### config.mk
export PLATFORM = sky130hd
export DESIGN_NAME = lap_time_bcd
export DESIGN_NICKNAME = d
export VERILOG_FILES = /design/src/rtl/lap_time_bcd.sv
export SDC_FILE = /design/constraint.sdc
export NUM_CORES = 1
export LEC_CHECK = 0
export ABC_AREA = 0
export CORE_MARGIN = 2
export CORE_UTILIZATION = 25
export DETAILED_ROUTE_END_ITERATION = 10
export GPL_TIMING_DRIVEN = 0
export PLACE_DENSITY_LB_ADDON = 0.12
export REMOVE_ABC_BUFFERS = 1
export SYNTH_ARGS = -nofsm -noshare
export SYNTH_HDL_FRONTEND = slang
export SYNTH_SLANG_ARGS = --single-unit
export TNS_END_PERCENT = 10
### constraint.sdc
create_clock -name pclk -period 3.45 [get_ports pclk]
set_input_delay 0.345 -clock pclk [delete_from_list [all_inputs] [get_ports pclk]]
set_output_delay 0.345 -clock pclk [all_outputs]
set_load 0.02 [all_outputs]
### src/rtl/lap_time_bcd.sv
// Round-robin binary-to-BCD converter for the lap timer's current/last/best times.
// A single shift-add-3 engine serves all channels; each result is held until that channel's next refresh.
module lap_time_bcd #(
  parameter int CH_COUNT = 3,
  parameter int BIN_W    = 16,
  parameter int BCD_W    = 20
) (
  input  logic             pclk,
  input  logic             rst,
  input  logic             en,
  input  logic [BIN_W-1:0] current_lap_time,
  input  logic [BIN_W-1:0] last_lap_time,
  input  logic [BIN_W-1:0] best_lap_time,
  output logic [BCD_W-1:0] current_lap_bcd,
  output logic [BCD_W-1:0] last_lap_bcd,
  output logic [BCD_W-1:0] best_lap_bcd,
  output logic             busy,
  output logic             frame_done
);

  localparam int WORK_W = BCD_W + BIN_W;
  localparam int CNT_W  = $clog2(BIN_W + 1);
  localparam int DIGITS = BCD_W / 4;

  typedef enum logic [1:0] {
    IDLE  = 2'd0,
    LOAD  = 2'd1,
    SHIFT = 2'd2,
    STORE = 2'd3
  } state_t;

  state_t              state_r;
  state_t              state_s;
  logic [1:0]          idx_r;
  logic [WORK_W-1:0]   work_r;
  logic [CNT_W-1:0]    cnt_r;
  logic [BIN_W-1:0]    sel_s;
  logic                last_ch_s;
  logic                shift_end_s;

  // One double-dabble iteration: correct every BCD digit >= 5, then shift the whole word left.
  function automatic logic [WORK_W-1:0] dabble_step(input logic [WORK_W-1:0] w);
    logic [WORK_W-1:0] t;
    t = w;
    for (int d = 0; d < DIGITS; d++) begin
      if (t[BIN_W + 4*d +: 4] >= 4'd5) begin
        t[BIN_W + 4*d +: 4] = t[BIN_W + 4*d +: 4] + 4'd3;
      end else begin
        t[BIN_W + 4*d +: 4] = t[BIN_W + 4*d +: 4];
      end
    end
    return {t[WORK_W-2:0], 1'b0};
  endfunction

  // Channel input select and end-of-iteration / end-of-frame flags.
  always_comb begin
    sel_s       = best_lap_time;
    last_ch_s   = (idx_r == 2'(CH_COUNT - 1));
    shift_end_s = (cnt_r == CNT_W'(BIN_W - 1));
    case (idx_r)
      2'd0:    sel_s = current_lap_time;
      2'd1:    sel_s = last_lap_time;
      2'd2:    sel_s = best_lap_time;
      default: sel_s = best_lap_time;
    endcase
  end

  // Next-state logic.
  always_comb begin
    state_s = state_r;
    case (state_r)
      IDLE: begin
        if (en) begin
          state_s = LOAD;
        end else begin
          state_s = IDLE;
        end
      end
      LOAD: begin
        state_s = SHIFT;
      end
      SHIFT: begin
        if (shift_end_s) begin
          state_s = STORE;
        end else begin
          state_s = SHIFT;
        end
      end
      STORE: begin
        if (en) begin
          state_s = LOAD;
        end else begin
          state_s = IDLE;
        end
      end
      default: begin
        state_s = IDLE;
      end
    endcase
  end

  // State register; busy and frame_done are registered from the next state so they track it exactly.
  always_ff @(posedge pclk or posedge rst) begin
    if (rst) begin
      state_r    <= IDLE;
      busy       <= 1'b0;
      frame_done <= 1'b0;
    end else begin
      state_r    <= state_s;
      busy       <= (state_s != IDLE);
      frame_done <= (state_s == STORE) && last_ch_s;
    end
  end

  // Conversion datapath, channel index and held BCD results.
  always_ff @(posedge pclk or posedge rst) begin
    if (rst) begin
      work_r          <= {WORK_W{1'b0}};
      cnt_r           <= {CNT_W{1'b0}};
      idx_r           <= 2'd0;
      current_lap_bcd <= {BCD_W{1'b0}};
      last_lap_bcd    <= {BCD_W{1'b0}};
      best_lap_bcd    <= {BCD_W{1'b0}};
    end else begin
      case (state_r)
        LOAD: begin
          work_r <= {{BCD_W{1'b0}}, sel_s};
          cnt_r  <= {CNT_W{1'b0}};
        end
        SHIFT: begin
          work_r <= dabble_step(work_r);
          cnt_r  <= cnt_r + CNT_W'(1);
        end
        STORE: begin
          case (idx_r)
            2'd0:    current_lap_bcd <= work_r[WORK_W-1:BIN_W];
            2'd1:    last_lap_bcd    <= work_r[WORK_W-1:BIN_W];
            2'd2:    best_lap_bcd    <= work_r[WORK_W-1:BIN_W];
            default: best_lap_bcd    <= work_r[WORK_W-1:BIN_W];
          endcase
          if (last_ch_s) begin
            idx_r <= 2'd0;
          end else begin
            idx_r <= idx_r + 2'd1;
          end
        end
        default: begin
          work_r <= work_r;
        end
      endcase
    end
  end

endmodule
==> run metrics <==
final setup violation count 0; status completed; Buf+Inv Stages, Crit Path 2; Critical-path top delay cell ha_2; Max clock buf depth 2; fmax 0.343 GHz; Syn Std Cell Area around 0.005 sq mm; Final Non-Filler Cells a little over 800; largest area contributor in the netlist dfrtp_1; synth-to-layout area growth 36.2%; synthesized area per cell ~11 sq um; CTS buffer count 9; Final Max Tran Viols 0; Worst R2R Path Depth 6; initial DRC count between 100 and 150; DP Wirelength between 8000 and 9000 microns; most common library cells after synthesis dfrtp_1, o21ai_0, a21oi_1, nand2_1, mux2_1; Vias between 3000 and 4000; gr ovfl total 0; total length of routed wires ~12000 microns; Avg WL per Cell 15.2 microns; Top Family by Delay on Critical Path adder cells; Finished Core Util 0.344; worst hold path class in2async; max incr delay on CP about 0.88 ns; Reg2Reg Launch Point state_r[0]$_DFF_PP0_; R2R Setup Slk 0.53 ns; CTS tree yes; input/output buffers 112; core area between 0.015 and 0.02 sq mm; antenna viol nets, final 0; die area 0.0207 sq mm; type of element launching the critical path flop; Final TNS setup 0 ns; Die Ht roughly 140 microns; Synth top area share 0.548; worst path cell trace inv_1 > ha_2 > clkinvlp_4 > nand2_2 > a21oi_1 > a22o_1; sequential fraction of the synthesis area 0.548; Leak 2.92 nW; drt drc 0; CP arrival between 3 and 4 ns; Synth Warn # 0; drt pass-1 iters 4; cell count after synthesis between 400 and 500; die width 144 microns; relative slew slack 0.199; gr usage total 0.123; Clock Skew between 0.006 and 0.007 ns; Synth area leaders dfrtp_1, mux2_1, o21ai_0, a21oi_1, mux2_2; Max H-tree Level 3; clock-pin slew of the registers on the worst-case setup and hold paths 0.07 ns; NumNets Final slightly above 600; post-route minimum period between 2 and 3 ns; Worst Tran Pin Value 1.20 ns; Max VDD drop about 330 uV; initial antenna violation count 0; RD Place Congestion about 0.69; count leader, synth dfrtp_1; RSZ-0062 raised after global routing false; Clk Latency, worst-skew pair ~0.35 ns; Synth Flop Type dfrtp_1; Initial Util 0.253; CP startpoint state_r[0]$_DFF_PP0_; crit end category flop; number of synthesized flops with an enable pin 0; Setup Crit Path Kind reg2reg; total clock sinks roughly 110; share of flip-flops with an asynchronous set or reset 1.00; crit path to work_r[34]$_DFFE_PP0P_; period utilisation layout 0.845; #FFs+latches synth ~110; Placed Cells between 700 and 800; vias per std cell around 4.4; WP depth 6; antenna fix cells 0; R2R Path End work_r[34]$_DFFE_PP0P_; num ports 113; first-pass GRT wire length 19500 microns; Post-DP Area 0.00630 sq mm; endpoints failing hold 0; total power approximately 4.5 mW; Row Count 51; critical path required time around 3.7 ns; vias in the first global route approximately 3800; largest net degree at the start of global routing 66; Max Cap Violations 0; Clock Root Buffer clkbuf_16; distinct cell type count of the synthesized netlist 35; pwr/cell area 672 mW/mm^2; Final Cell Area approximately 0.0067 sq mm; share of layout cells above drive strength 1 0.0824; Worst Path Max Fanout 39
## cell families after synthesis
kind of cell    after synthesis  synth area share
compound gates              128             0.154
xor+xnor                      5           0.00896
fa+ha+maj                    15            0.0384
buf+inv                      58            0.0504
flops                       107             0.548
mux                          56             0.129
simple gates                 71            0.0724
## sequential cells by signal (all words and copies together) (netlist names)
name / cells
work_r: 36
frame_done: 1
best_lap_bcd: 20
idx_r: 2
current_lap_bcd: 20
cnt_r: 5
state_r: 2
last_lap_bcd: 20
busy: 1
## power by group
group	internal (mW)	switching (mW)	leakage [nW]
sequential	1.47	0.207	1.44
combinational	0.697	0.910	1.32
clock	0.730	0.457	0.163
## per-layer routing
| layer | up-vias | GRT usage | part of all wire |
|---|---|---|---|
| met1 | 1728 | 0.163 | 0.49 |
| li1 | 1743 | - | - |
| met2 | 86 | 0.194 | 0.44 |
| met5 | - | 0 | 0 |
| met4 | 0 | 0.0413 | 0.012 |
| met3 | 10 | 0.0327 | 0.055 |
## layout by cell type, fill, tap and decap left out, drive strengths merged, types with 8 or more instances in the layout
master and instances:
clkdlybuf4s50 112, dfrtp 107, mux2 55, o21ai 51, a21oi 41, nand2 39
inv 31, a2bb2oi 15, ha 15, clkbuf 12, o22ai 10, nor3b 8
## stage by stage
stage	hold slack [ns]	setup slack, ns
after floorplan	0.461	0.288
after CTS	0.415	0.0821
after detailed placement	0.472	-0.184
after global routing	0.448	0.268
final	0.404	0.533
after global placement	0.463	-1.47
## how the worst min path moves through the flow
stage / start / endpoint / slack [ns] / cells past startpoint
6_report: rst / last_lap_bcd[14]$_DFFE_PP0P_ / 0.40 / 2
2_1_floorplan: work_r[0]$_DFFE_PP0P_ / work_r[0]$_DFFE_PP0P_ / 0.46 / 2
5_1_grt: rst / current_lap_bcd[14]$_DFFE_PP0P_ / 0.45 / 2
3_5_place_dp: best_lap_bcd[0]$_DFFE_PP0P_ / best_lap_bcd[0]$_DFFE_PP0P_ / 0.47 / 2
3_3_place_gp: best_lap_bcd[13]$_DFFE_PP0P_ / best_lap_bcd[13]$_DFFE_PP0P_ / 0.46 / 2
4_1_cts: rst / last_lap_bcd[14]$_DFFE_PP0P_ / 0.42 / 2
## final cells by class
class / instances / area [sq um]
Inverter: 32 / 126
Multi-Input combinational cell: 275 / 1980
Timing Repair Buffer: 115 / 1200
Clock inverter: 4 / 97.6
Fill cell: 1963 / 12700
Timing Repair inverter: 1 / 5.00
Clock buffer: 12 / 246
Tap cell: 265 / 332
Sequential cell: 107 / 2680
## repair_timing
item                       in CTS  in global routing
setup endpoints to repair       6                  1
hold buffers                    0                  0
setup buffers                   0                  0
cloned                          0                  1
gates resized for setup         2                  0
Note: power is estimated with default switching activity, not from simulation.
